--- src/rtl/axioma_pkg.sv ---
// axioma_pkg: shared reset-controller constants (FSM encodings, MCUSR bit indices, start-up cycle counts).
package axioma_pkg;
  localparam logic [1:0] HOLD = 2'd0, DELAY = 2'd1, RUN = 2'd2;
  localparam int PORF = 0, EXTRF = 1, BORF = 2, WDRF = 3;
  localparam int SUT_SHORT = 8, SUT_4MS = 512, SUT_64MS = 8192;
  function automatic int unsigned sut_cycles(input logic [1:0] sel);
    return sel == 2'b00 ? SUT_SHORT : sel == 2'b01 ? SUT_4MS : SUT_64MS;
  endfunction
endpackage

--- src/rtl/axioma_sync_bit.sv ---
// axioma_sync_bit: multi-flop synchronizer for one asynchronous bit, with a selectable reset level.
module axioma_sync_bit #(
  parameter int   STAGES  = 2,
  parameter logic RST_VAL = 1'b0
) (
  input  logic clk_128khz,
  input  logic reset_n,
  input  logic d,
  output logic q
);
  logic [STAGES-1:0] ff;
  always_ff @(posedge clk_128khz or negedge reset_n)
    if (!reset_n) ff <= {STAGES{RST_VAL}};
    else ff <= (ff << 1) | STAGES'(d);
  assign q = ff[STAGES-1];
endmodule

--- src/rtl/axioma_reset_ctrl.sv ---
// axioma_reset_ctrl: stretched system reset and MCUSR cause flags on the 128 kHz watchdog clock.
// Optional RESET-pin glitch filter enabled by defining AXIOMA_RST_GLITCH_FILTER_EN.
module axioma_reset_ctrl
  import axioma_pkg::*;
#(
  parameter int SYNC_STAGES = 2,
  parameter int FILTER_CYC  = 4,
  parameter int CNT_W       = 14
) (
  input  logic       clk_128khz,
  input  logic       reset_n,
  input  logic       ext_reset_n,
  input  logic       bod_reset,
  input  logic       wdt_reset,
  input  logic [1:0] sut_sel,
  input  logic [3:0] mcusr_clr,
  output logic       sys_reset_n,
  output logic [3:0] mcusr_flags,
  output logic [1:0] rst_state
);
  logic ext_s, bod_s, wdt_s, ext_act, src_any;
  logic [3:0] clr_s, set;
  logic [1:0] state, next_state;
  logic [CNT_W-1:0] cnt, next_cnt, n_last;

  axioma_sync_bit #(.STAGES(SYNC_STAGES), .RST_VAL(1'b1)) u_ext (.clk_128khz, .reset_n, .d(ext_reset_n), .q(ext_s));
  axioma_sync_bit #(.STAGES(SYNC_STAGES), .RST_VAL(1'b0)) u_bod (.clk_128khz, .reset_n, .d(bod_reset), .q(bod_s));
  axioma_sync_bit #(.STAGES(SYNC_STAGES), .RST_VAL(1'b0)) u_wdt (.clk_128khz, .reset_n, .d(wdt_reset), .q(wdt_s));
  for (genvar i = 0; i < 4; i++) begin : g_clr
    axioma_sync_bit #(.STAGES(SYNC_STAGES), .RST_VAL(1'b0)) u_clr (.clk_128khz, .reset_n, .d(mcusr_clr[i]), .q(clr_s[i]));
  end

`ifdef AXIOMA_RST_GLITCH_FILTER_EN
  // count saturates at FILTER_CYC; a high sample drops ext_act in the same cycle
  logic [3:0] flt_cnt;
  always_ff @(posedge clk_128khz or negedge reset_n)
    if (!reset_n) flt_cnt <= '0;
    else if (ext_s) flt_cnt <= '0;
    else if (flt_cnt != 4'(FILTER_CYC)) flt_cnt <= flt_cnt + 4'd1;
  assign ext_act = !ext_s && flt_cnt == 4'(FILTER_CYC);
`else
  assign ext_act = !ext_s;
`endif

  assign src_any = ext_act | bod_s | wdt_s;
  assign n_last  = CNT_W'(sut_cycles(sut_sel) - 1);
  assign set     = {wdt_s, bod_s, ext_act, 1'b0};

  always_comb begin
    next_state = HOLD;
    next_cnt   = '0;
    case (state)
      HOLD:  next_state = src_any ? HOLD : DELAY;
      DELAY: begin
        next_state = src_any ? HOLD : cnt >= n_last ? RUN : DELAY;
        next_cnt   = src_any ? '0 : cnt >= n_last ? cnt : cnt + 1'b1;
      end
      RUN:   next_state = src_any ? HOLD : RUN;
      default: next_state = HOLD;
    endcase
  end

  // any active source forces HOLD, so setting on every active source covers all HOLD entries
  always_ff @(posedge clk_128khz or negedge reset_n)
    if (!reset_n) begin
      state       <= HOLD;
      cnt         <= '0;
      sys_reset_n <= 1'b0;
      mcusr_flags <= 4'b0001;
    end else begin
      state       <= next_state;
      cnt         <= next_cnt;
      sys_reset_n <= next_state == RUN;
      mcusr_flags <= (mcusr_flags & ~clr_s) | set;
    end

  assign rst_state = state;
endmodule
--- config.mk ---
export PLATFORM = sky130hd
export DESIGN_NAME = axioma_reset_ctrl
export DESIGN_NICKNAME = d
export VERILOG_FILES = /design/src/rtl/axioma_pkg.sv /design/src/rtl/axioma_sync_bit.sv /design/src/rtl/axioma_reset_ctrl.sv
export SDC_FILE = /design/constraint.sdc
export NUM_CORES = 1
export LEC_CHECK = 0
export ABC_CLOCK_PERIOD_IN_PS = 2720
export BUFFER_PORTS_ARGS = -buffer_cell sky130_fd_sc_hd__buf_2
export CORE_ASPECT_RATIO = 1.25
export CORE_MARGIN = 1.5
export CORE_UTILIZATION = 55
export CTS_CLUSTER_DIAMETER = 200
export DETAILED_ROUTE_END_ITERATION = 8
export HOLD_SLACK_MARGIN = 0.02
export PLACE_DENSITY = 0.81
export SYNTH_ARGS = -nofsm -noshare
export SYNTH_HDL_FRONTEND = slang
export SYNTH_SLANG_ARGS = --single-unit
--- constraint.sdc ---
create_clock -name clk_128khz -period 2.72 [get_ports clk_128khz]
set_clock_uncertainty 0.05 [all_clocks]
set_input_delay 0 -clock clk_128khz [delete_from_list [all_inputs] [get_ports clk_128khz]]
set_output_delay 0 -clock clk_128khz [all_outputs]
set_load 0.03 [all_outputs]
[After elaboration in Yosys (flattened, before gate mapping)]
Index checks and enable logic that the tools add are counted.
Storage, ports and cells
  register bits: 35
  input port bits: 11
  word-level logic and storage cells: 44
Operators by class
  add/sub/neg operators: 2
  $lt $le $gt $ge: 1
  equality and inequality tests: 5
  mux-type cells: 10
  bitwise operators: 12
  reductions and logical operators: 3
Operators by type and width (count)
  $mux W14: 5
  $add A14 B1 Y14 const B: 1
  $ge A14 B14 Y1: 1
  $or A2 B1 Y2: 7
  $sub A14 B1 Y14 const B: 1
  $mux W2: 3
  $pmux W2 S3: 1
  $and A4 B4 Y4: 1
  $eq A2 B1 Y1 const B: 2
  $eq A2 B2 Y1 const B: 2
  $logic_not A2 Y1: 2
  $not A4 Y4: 1
  $or A4 B4 Y4: 1
  $ne A3 B3 Y1 const B: 1
  $or A1 B1 Y1: 2
  $logic_not A1 Y1: 1
  $mux W1: 1

[Logic depth before layout (Yosys ltp)]
Gate-level depths: netlist of run 1.
  depth in word-level cells: 9
  gate-level depth with buffers: 9
  gate-level depth less buffers: 7

[Cells and area by module]
From an unflattened synthesis of run 1, not the netlist that was laid out.
Second synthesis, totals
  cell total of the unflattened synthesis: 132
  area, all modules: 1537.7 sq um
Modules (own cells, without submodules)
  axioma_reset_ctrl: instances 1, cells an instance 118, area each 1184.9 sq um
  axioma_sync_bit (g_clr[0].u_clr ...): instances 6, cells an instance 2, area each 50.0 sq um
  axioma_sync_bit (u_ext): instances 1, cells an instance 2, area each 52.6 sq um

[Worst setup path after synthesis of run 1]
OpenSTA, ideal clock, no wires.
  path type: register -> register
  from: reg cnt[11]
  to: reg cnt[12]
  library setup time: 0.078 ns
  arrival time: 1.983 ns
  data required time: 2.592 ns
  setup slack: 0.609 ns
  stages on the path, launching flop included: 8
  period minus slack after synthesis: 2.111 ns
  path through: dfrtp_1 > ha_1 > a211o_1 > a221oi_4 > o211ai_4 > buf_6 > or3_1 > a21oi_1
Between the ends
  longest elaborated chain between the ends: 4
RTL lines
  from (decl): RTL line axioma_reset_ctrl.sv:24  | logic [CNT_W-1:0] cnt, next_cnt, n_last;
  from (signal assigned): RTL line axioma_reset_ctrl.sv:72  | cnt <= next_cnt;
  $add A14 B1 Y14: RTL line axioma_reset_ctrl.sv:56  | next_cnt = src_any ? '0 : cnt >= n_last ? cnt : cnt + 1'b1;
  $mux W14 (2 in series): RTL line axioma_reset_ctrl.sv:56
  $mux W14: RTL line axioma_reset_ctrl.sv:52  | case (state)
Parallel ways exist; a longest one is shown, timed or not. The select of a mux whose other input is x is not followed.
A chain may end at the register's enable or synchronous reset.

[Worst setup path in the final report of run 1]
  from: reg cnt[11]
  to: reg cnt[10]
Between the ends
  longest elaborated chain between the ends: 2
RTL lines (RTL line)
  $ge A14 B14 Y1: axioma_reset_ctrl.sv:56
  $ne A3 B3 Y1 (no source line)
Every way passes these cells.

==> results of run 1 <==
[through the flow]
step,power (W),worst slack (ns),cells,instance area (sq um)
2_1_floorplan,0.000567,0.609,132,1510
3_3_place_gp,0.000589,0.427,180,1610
3_5_place_dp,0.000593,0.299,180,1610
4_1_cts,0.000968,0.274,196,1770
5_1_grt,0.000996,0.126,196,1770
6_report,0.000957,0.246,196,1770
[worst paths after layout]
path | start | to | slack [ns] | cells after the start
min in group clk_128khz | mcusr_clr[3] | g_clr[3].u_clr.ff[0]$_DFF_PN0_ | 0.24 | 2
worst max register to register | cnt[11]$_DFFE_PN0P_ | cnt[10]$_DFFE_PN0P_ | 0.25 | 6
worst max-delay path | cnt[11]$_DFFE_PN0P_ | cnt[10]$_DFFE_PN0P_ | 0.25 | 6
worst min register to register | u_bod.ff[0]$_DFF_PN0_ | u_bod.ff[1]$_DFF_PN0_ | 0.30 | 0
max in group asynchronous | reset_n | rst_state[1]$_DFF_PN0_ | 1.95 | 2
worst min-delay path | reset_n | g_clr[0].u_clr.ff[0]$_DFF_PN0_ | 0.19 | 2
[logic make-up after synthesis]
kind of cell / Yosys count / share of synthesized area
muxes: 1 / 0.00664
AOI/OAI and AO/OA: 35 / 0.157
xor gates and xnor gates: 1 / 0.00581
and+or+nand+nor: 45 / 0.168
DFF: 35 / 0.583
adders and majority gates: 6 / 0.0498
buffers and inverters: 8 / 0.0274
other: 1 / 0.00249
[worst register-to-register path: stages (launching register included)]
cell and delay [ns]:
dfrtp_1 0.44, ha_1 0.31, a211o_1 0.33, a221oi_4 0.26
o211ai_4 0.26, or4_1 0.55, a21oi_1 0.18
[flip-flops by register name, indices dropped and copies added (netlist names)]
name and flops:
cnt 14, g_clr.u_clr.ff 8, mcusr_flags 4, rst_state 2, sys_reset_n 1, u_bod.ff 2, u_ext.ff 2, u_wdt.ff 2
[Yosys cell counts (2+ instances only)]
master	count	area, sq um
o21ai_0	11	55.1
nor2_1	6	22.5
a21oi_1	14	70.1
a21o_1	2	15.0
or2_2	2	12.5
and4_1	3	26.3
nand3_1	4	20.0
ha_1	6	75.1
or4_1	2	15.0
and3_1	2	12.5
dfstp_2	3	78.8
nand2_1	9	33.8
dfrtp_1	32	801
inv_1	5	18.8
or3_1	10	62.6
nand4_1	2	12.5
o31ai_1	2	15.0
[cell type report]
| class | count | area, sq um |
|---|---|---|
| inverters | 5 | 18.8 |
| repair buffers | 25 | 165 |
| clock buffers | 5 | 37.5 |
| well taps | 34 | 42.5 |
| multi-input cells | 89 | 587 |
| clock inverters | 3 | 43.8 |
| flip-flops and latches | 35 | 880 |
| fillers | 205 | 880 |
[power by group through the flow]
stage	Sequential, W	Clock (W)	Combinational, W
floorplan	0.000557	0	0.0000103
global placement	0.000550	0	0.0000389
detailed placement	0.000551	0	0.0000413
CTS	0.000541	0.000377	0.0000500
global route	0.000543	0.000398	0.0000552
finish	0.000541	0.000367	0.0000489
[repair_timing]
action	4_1_cts	5_1_grt
hold buffers	8	0
endpoints found under the hold margin	39	0
endpoints found under the setup margin	0	0
[metal layers]
| metal | wire length, um | up-vias | global-route usage |
|---|---|---|---|
| li1 | - | 535 | - |
| met1 | 1080 | 541 | 0.218 |
| met2 | 1450 | 22 | 0.387 |
| met3 | 89 | 4 | 0.0583 |
| met4 | 33 | 0 | 0.0952 |
| met5 | 0 | - | 0 |
==> summary.txt, run 1 <==
Outcome
  – Run status: complete, no violations

Pwr
  – P_leak: 0.779 nW
  – Cell Pwr Density: 539 nW/um^2
  – Internal power: 0.000749 W
  – Combinational group share of total power: 0.051
  – Sequential share of power: 0.565
  – Clock power share: 0.384
  – Peak VDD IR: 409 uV
  – Switching share of power: 0.217
  – Sw Pwr: 0.000208 W

Die
  – Die footprint: 3070 sq um
  – Std cell rows: 21
  – Die width: 49.8 um
  – IO Pins: 18
  – Core area: 2650 sq um
  – Die Ht: 61.5 um
  – Starting Density: 0.568

Detailed routing
  – Initial DRC count: 28
  – Post-DRT Antenna Nets: 0
  – First drt pass iteration count: 4
  – Detailed-route via count: 1102
  – Drt via density: 5.62
  – Wirelength per Cell: 13.5 um
  – Drt total wl: 2.65 mm
  – Drt drc: 0

Layout
  – Layout cells sized above 1: 0.204
  – Highest-count cells in the layout ignoring fill and taps: 32 x dfrtp_1, 17 x buf_2, 14 x a21oi_1
  – Post-layout util: 0.669
  – Synth-to-layout area growth: 17.7%
  – Layout Nets: 178
  – # diodes: 0
  – Commonest non-fill, non-tap cell in the layout: dfrtp_1

Timing
  – Final min period: 2.47 ns
  – Slew headroom: 0.517
  – Final worst path period share: 0.910
  – Max Clk Rate: 404 MHz
  – Slew @ Worst Pin: 0.724 ns
  – Max Transition Viols Final: 0
  – Fin Hold WS: 0.192 ns
  – Count of final setup violators: 0
  – Final hold viol count: 0
  – RSZ-0062 raised after global routing: false
  – Post-Route Setup TNS: 0 ns

Clock network
  – # resized after CTS: 0
  – Register clock-pin slew on the reported worst setup and hold paths: 0.11 ns
  – Clock buffer count from CTS: 5
  – H-tree depth: 2
  – Clk Latency, worst-skew pair: 0.34 ns
  – Post-CTS Repair Setup Buffers: 0
  – Clk Tree Root Cell: clkbuf_4
  – CTS tree: built
  – Max Buffers Root-to-Sink: 2
  – Clk sink count: 35

Global route
  – Largest net degree at the start of global routing: 36
  – Global-route wire length before repair: 4.59 mm
  – Gr usage total: 0.207
  – GRT Residual Overflow: 0
  – Vias in the first global route: 1096
  – Initial antenna violation count: 0

Job
  – Max-cap violations: 0

Place
  – IO Port Bufs: 17
  – Placer Congestion: 0.832
  – Detailed placement HPWL: 1.89 mm

Yosys
  – Mapped Area: 1510 sq um
  – Ys flop type: dfrtp_1
  – Avg Inst Size Synth: 11.4 sq um
  – Yosys cell types: 34
  – Yosys reg bits: 35
  – Syn Nets: 149
  – Number of synthesized flops with an enable pin: 0
  – Yosys warns: 0
  – Sequential cell area fraction in the yosys report: 0.583
  – Cell count after synthesis: 132
  – Asr flop ratio synth: 1.00

Setup path
  – Cell Chain, Critical Path: ha_1 > a211o_1 > a221oi_4 > o211ai_4 > or4_1 > a21oi_1
  – CP Capture Type: flop
  – Critical path required time: 2.92 ns
  – Critical Path AT: 2.68 ns
  – CP delay by family, top: compound AO/OA/AOI/OAI gates
  – CP Max Fanout: 28
  – Crit start category: flop
  – CP Class: reg2reg
  – Largest stage delay, worst path: 0.55 ns
  – Critical path buffers and inverters: 0
  – Critical-path top delay cell: or4_1

Worst hold path
  – HP Class: in2async
Note: power is estimated with default switching activity, not from simulation.
==> inputs of run 2 (changes only) <==
--- a/config.mk
+++ b/config.mk
@@ -13,7 +13,9 @@
 export CTS_CLUSTER_DIAMETER = 200
 export DETAILED_ROUTE_END_ITERATION = 8
 export HOLD_SLACK_MARGIN = 0.02
+export MAX_ROUTING_LAYER = met4
 export PLACE_DENSITY = 0.81
+export RECOVER_POWER = 50
 export SYNTH_ARGS = -nofsm -noshare
 export SYNTH_HDL_FRONTEND = slang
 export SYNTH_SLANG_ARGS = --single-unit
==> run 2 against run 1 <==
Compared with the run above: the flow now finishes with violations (max-capacitance violations, max-slew violations); final cell count unchanged; global-route usage increased by 0.68 points; fmax about the same; core utilization about the same; critical path type unchanged; critical endpoint unchanged; largest power group unchanged.
==> summary.txt, run 2 (same netlist as run 1, synthesis figures left out) <==
Clock network
  – Clk sink count: 35
  – # resized after CTS: 0
  – # hold bufs at CTS: 8
  – Register clock-pin slew on the reported worst setup and hold paths: 0.11 ns
  – Clock buffer count from CTS: 5
  – H-tree depth: 2
  – Clk Tree Root Cell: clkbuf_4
  – Post-CTS Repair Setup Buffers: 0
  – Clk Latency, worst-skew pair: 0.34 ns
  – CTS tree: built
  – Max Buffers Root-to-Sink: 2

Setup path
  – Cell Chain, Critical Path: ha_1 > a211o_1 > a221oi_4 > o211ai_4 > or4_1 > a21oi_1
  – CP delay by family, top: compound AO/OA/AOI/OAI gates
  – CP Capture Type: flop
  – Worst Setup SP: cnt[11]$_DFFE_PN0P_
  – Critical path required time: 2.92 ns
  – Reg2reg setup slack: 0.24 ns
  – RR Endpoint: cnt[10]$_DFFE_PN0P_
  – Critical Path AT: 2.68 ns
  – WP depth: 6
  – Critical-path top delay cell: or4_1
  – Reg2reg path depth: 6
  – CP Max Fanout: 28
  – CP Class: reg2reg
  – Critical path buffers and inverters: 0
  – Largest stage delay, worst path: 0.55 ns
  – Crit start category: flop
  – R2r startpoint: cnt[11]$_DFFE_PN0P_

Timing
  – Count of final setup violators: 0
  – Max Transition Viols Final: 36
  – Post-Route Setup TNS: 0 ns
  – Slew @ Worst Pin: 1.76 ns
  – Slew headroom: -0.175
  – Max Clk Rate: 404 MHz
  – Final hold viol count: 0
  – Final worst path period share: 0.910
  – RSZ-0062 raised after global routing: false
  – Final min period: 2.48 ns
  – Fin Hold WS: 0.242 ns

Layout
  – Max reg flops: 14
  – Highest-count cells in the layout ignoring fill and taps: 32 x dfrtp_1, 16 x buf_2, 14 x a21oi_1
  – Layout cells sized above 1: 0.198
  – Synth-to-layout area growth: 17.6%
  – Largest regs: cnt x14, g_clr.u_clr.ff x8, mcusr_flags x4
  – # diodes: 0
  – Layout Nets: 178
  – Commonest non-fill, non-tap cell in the layout: dfrtp_1
  – Most flop-heavy register: cnt

Outcome
  – Run status: complete, but fails checks
  – Failing checks: max-capacitance violations, max-slew violations

Pwr
  – Peak VDD IR: 423 uV
  – Power Total: 0.000956 W
  – P_leak: 0.776 nW
  – Cell Pwr Density: 539 nW/um^2

Die
  – Core area: 2650 sq um
  – Starting Density: 0.568
  – IO Pins: 18
  – Die footprint: 3070 sq um
  – Std cell rows: 21
  – Die Ht: 61.5 um
  – Die width: 49.8 um

Worst hold path
  – HP Class: in2reg
  – Hold path cells: 2
  – HP Start: mcusr_clr[3]
  – Min-Delay Endpoint: g_clr[3].u_clr.ff[0]$_DFF_PN0_

Global route
  – Largest net degree at the start of global routing: 36
  – Gr usage total: 0.213
  – GRT Residual Overflow: 0
  – Initial antenna violation count: 0
  – Global-route wire length before repair: 4.60 mm
  – Vias in the first global route: 1095

Detailed routing
  – Drt total wl: 2.66 mm
  – Initial DRC count: 26
  – Drt via density: 5.63
  – Post-DRT Antenna Nets: 0
  – Wirelength per Cell: 13.5 um
  – Drt drc: 0
  – Detailed-route via count: 1103
  – First drt pass iteration count: 4

Place
  – Detailed placement HPWL: 1.89 mm
  – IO Port Bufs: 17
  – Placer Congestion: 0.845

Job
  – Max-cap violations: 1
==> run 2: worst reg2reg max path, cell delays in order (launching register included) <==
cell and delay, ns:
dfrtp_1 0.44, ha_1 0.31, a211o_1 0.33, a221oi_4 0.26, o211ai_4 0.26, or4_1 0.55, a21oi_1 0.18
==> run 2: report_power, final <==
| part | internal (W) | leakage (nW) | switching [W] | total [W] |
|---|---|---|---|---|
| logic | 0.0000202 | 0.290 | 0.0000286 | 0.0000488 |
| registers | 0.000535 | 0.440 | 0.00000547 | 0.000541 |
| clock network | 0.000193 | 0.0452 | 0.000173 | 0.000366 |
| total | 0.000749 | 0.776 | 0.000207 | 0.000956 |
==> run 2: how the worst max path moves through the flow <==
stage / slack, ns / to
detailed placement: 0.30 / cnt[10]$_DFFE_PN0P_
global placement: 0.43 / cnt[10]$_DFFE_PN0P_
CTS: 0.27 / cnt[10]$_DFFE_PN0P_
floorplan: 0.61 / cnt[12]$_DFFE_PN0P_
global route: 0.13 / cnt[10]$_DFFE_PN0P_
finish: 0.24 / cnt[10]$_DFFE_PN0P_
==> run 2: routing by layer <==
layer	global-route usage	vias up	routed length [um]
met5	-	-	0
met3	0.0583	6	91
li1	-	535	-
met4	0.0952	0	43
met1	0.218	540	1080
met2	0.387	22	1450
==> run 2: area by class of cell <==
class | count | area [sq um]
clock inverters | 3 | 43.8
well taps | 34 | 42.5
flip-flops and latches | 35 | 880
clock buffers | 5 | 37.5
inverters | 5 | 18.8
repair buffers | 25 | 164
fillers | 206 | 881
multi-input cells | 89 | 587
==> run 2: metrics by stage <==
stage | worst slack, ns | instance area, sq um | utilization | cells
5_1_grt | 0.126 | 1770 | 0.668 | 196
3_5_place_dp | 0.299 | 1610 | 0.608 | 180
4_1_cts | 0.274 | 1770 | 0.669 | 196
6_report | 0.245 | 1770 | 0.668 | 196
3_3_place_gp | 0.427 | 1610 | 0.608 | 180
2_1_floorplan | 0.609 | 1510 | - | 132
==> inputs of run 3 (changes only) <==
--- a/config.mk
+++ b/config.mk
@@ -6,16 +6,17 @@
 export NUM_CORES = 1
 export LEC_CHECK = 0
 export ABC_CLOCK_PERIOD_IN_PS = 2720
-export BUFFER_PORTS_ARGS = -buffer_cell sky130_fd_sc_hd__buf_2
 export CORE_ASPECT_RATIO = 1.25
 export CORE_MARGIN = 1.5
 export CORE_UTILIZATION = 55
 export CTS_CLUSTER_DIAMETER = 200
 export DETAILED_ROUTE_END_ITERATION = 8
+export DONT_BUFFER_PORTS = 1
 export HOLD_SLACK_MARGIN = 0.02
 export MAX_ROUTING_LAYER = met4
-export PLACE_DENSITY = 0.81
+export PLACE_DENSITY = 0.75
 export RECOVER_POWER = 50
 export SYNTH_ARGS = -nofsm -noshare
 export SYNTH_HDL_FRONTEND = slang
+export SYNTH_HIERARCHICAL = 1
 export SYNTH_SLANG_ARGS = --single-unit
==> run 3 against run 2 <==
Compared with the run above: largest power group unchanged; sequential power is 2% higher; via count is 2.3% lower; the flow still finishes with violations (max-capacitance violations, max-slew violations); first-iteration DRC count is 35% lower; hold slack worse by 0.082 ns; combinational power is 36% lower; critical path depth is 1 lower; sequential share of layout area is 0.78 points higher; register-to-register slack hardly changed; global-route usage is 0.85 points lower.
==> summary.txt, run 3 <==
Global route
  – GRT Residual Overflow: 0
  – Gr usage total: 0.205
  – Initial antenna violation count: 0
  – Global-route wire length before repair: 4.69 mm
  – Largest net degree at the start of global routing: 36
  – Vias in the first global route: 1074

Detailed routing
  – Drt via density: 5.99
  – Drt drc: 0
  – Initial DRC count: 17
  – Post-DRT Antenna Nets: 0
  – Drt total wl: 2.65 mm
  – Detailed-route via count: 1078
  – First drt pass iteration count: 4
  – Wirelength per Cell: 14.7 um

Setup path
  – Reg2reg path depth: 5
  – CP Max Fanout: 28
  – Largest stage delay, worst path: 0.60 ns
  – Critical-path top delay cell: or4_1
  – CP Class: reg2reg
  – Critical Path AT: 2.68 ns
  – CP Capture Type: flop
  – Cell Chain, Critical Path: or4_4 > o2111ai_4 > nand4_4 > or4_1 > a21oi_1
  – Critical path required time: 2.93 ns
  – Crit start category: flop

Die
  – Die footprint: 3120 sq um
  – IO Pins: 18
  – Std cell rows: 21
  – Die Ht: 62.1 um
  – Core area: 2680 sq um
  – Starting Density: 0.574
  – Die width: 50.3 um

Timing
  – Final min period: 2.47 ns
  – Fin Hold WS: 0.160 ns
  – RSZ-0062 raised after global routing: false
  – Count of final setup violators: 0
  – Slew headroom: -0.181
  – Slew @ Worst Pin: 1.77 ns
  – Final hold viol count: 0
  – Max Clk Rate: 404 MHz
  – Final worst path period share: 0.909
  – Post-Route Setup TNS: 0 ns
  – Max Transition Viols Final: 36

Yosys
  – Synth area leader: dfrtp_1
  – Top cells by area, synth: dfrtp_1 52%, dfstp_2 5.1%, ha_1 4.9%
  – Sequential cell area fraction in the yosys report: 0.572
  – Yosys warns: 6
  – Asr flop ratio synth: 1.00
  – Avg Inst Size Synth: 11.6 sq um
  – Yosys cell types: 33
  – Syn Nets: 149
  – Post-synth top area share: 0.521
  – Cell count after synthesis: 132
  – Ys flop type: dfrtp_1
  – Most frequent cell after synthesis: dfrtp_1
  – Yosys reg bits: 35
  – Mapped Area: 1540 sq um
  – Commonest cells in the netlist: 32 x dfrtp_1, 12 x a21oi_1, 9 x nand2_1
  – Number of synthesized flops with an enable pin: 0

Clock network
  – Max Buffers Root-to-Sink: 2
  – Post-CTS Repair Setup Buffers: 0
  – Clock buffer count from CTS: 5
  – Register clock-pin slew on the reported worst setup and hold paths: 0.10 ns
  – # hold bufs at CTS: 9
  – Clk sink count: 35
  – CTS tree: built
  – Clk Tree Root Cell: clkbuf_4
  – # resized after CTS: 0
  – H-tree depth: 2
  – Clk Latency, worst-skew pair: 0.33 ns

Pwr
  – P_leak: 0.749 nW
  – Internal power: 0.000836 W
  – Cell Pwr Density: 591 nW/um^2
  – Switching share of power: 0.191
  – Sequential share of power: 0.533
  – Combinational group share of total power: 0.030
  – Sw Pwr: 0.000197 W
  – Clock power share: 0.437
  – Peak VDD IR: 480 uV
  – Power Total: 0.00103 W

Place
  – IO Port Bufs: 0
  – DP Cell Count: 163
  – Placer Congestion: 0.868
  – Detailed placement HPWL: 1.84 mm

Worst hold path
  – Hold path cells: 1
  – HP Class: in2reg

Layout
  – Layout Nets: 162
  – Synth-to-layout area growth: 13.5%
  – Most flop-heavy register: cnt
  – # diodes: 0
  – Layout cells sized above 1: 0.0890
  – Commonest non-fill, non-tap cell in the layout: dfrtp_1
  – Non-Filler Instances: 180
  – Max reg flops: 14
  – Highest-count cells in the layout ignoring fill and taps: 32 x dfrtp_1, 12 x a21oi_1, 9 x nand2_1
  – Largest regs: cnt x14, g_clr.u_clr/ff x8, mcusr_flags x4

Outcome
  – Failing checks: max-capacitance violations, max-slew violations
  – Run status: complete, but fails checks

Job
  – Max-cap violations: 1
run 3: logic make-up after synthesis:
group | synth area share
AOI/OAI and AO/OA | 0.141
adders and majority gates | 0.0488
DFF | 0.572
xor gates and xnor gates | 0.00570
buffers and inverters | 0.0252
muxes | 0.00651
and+or+nand+nor | 0.199
other | 0.00244
run 3: layout make-up:
cell class / instances / area (sq um)
fill: 217 / 935
sequential: 35 / 880
multi-input combinational: 89 / 619
timing repair buffer: 9 / 83.8
clock inverter: 2 / 60.1
tap: 34 / 42.5
clock buffer: 6 / 41.3
inverter: 5 / 18.8
run 3: power groups by stage:
stage                     combinational (W)  sequential [W]  clock, W
final                             0.0000311        0.000550  0.000451
after global routing              0.0000357        0.000553  0.000479
after CTS                         0.0000348        0.000551  0.000458
after detailed placement          0.0000125        0.000561         0
after global placement            0.0000117        0.000560         0
after floorplan                   0.0000105        0.000558         0
run 3: final timing paths:
kind                                                   to  slack (ns)                           start
min reg2reg                g_clr[2].u_clr/ff[1]$_DFF_PN0_        0.30  g_clr[2].u_clr/ff[0]$_DFF_PN0_
min in group asynchronous        mcusr_flags[2]$_DFF_PN0_        0.63                         reset_n
max                                   cnt[13]$_DFFE_PN0P_        0.25              cnt[7]$_DFFE_PN0P_
min                                 u_ext/ff[0]$_DFF_PN1_        0.16                     ext_reset_n
max reg2reg                           cnt[13]$_DFFE_PN0P_        0.25              cnt[7]$_DFFE_PN0P_
max in group asynchronous  g_clr[1].u_clr/ff[0]$_DFF_PN0_        0.97                         reset_n
run 3: metrics by stage:
step / worst slack, ns / utilization / cell area, sq um
3_3_place_gp: 0.318 / 0.582 / 1560
5_1_grt: 0.0510 / 0.651 / 1750
3_5_place_dp: 0.267 / 0.582 / 1560
2_1_floorplan: 0.616 / - / 1540
4_1_cts: 0.240 / 0.657 / 1760
6_report: 0.246 / 0.651 / 1750
run 3: per-layer routing:
layer / wire [um] / part of all wire / global-route usage / vias up
met2: 1330 / 0.50 / 0.304 / 20
met3: 111 / 0.042 / 0.0625 / 7
li1: - / - / - / 519
met5: 0 / 0 / - / -
met4: 47 / 0.018 / 0.105 / 0
met1: 1160 / 0.44 / 0.253 / 532
run 3: worst max-delay path: cells and delay by family (launching register included):
family             cells  cell delay, ns
and+or+nand+nor        3            1.50
AOI/OAI and AO/OA      2            0.38
DFF                    1            0.46
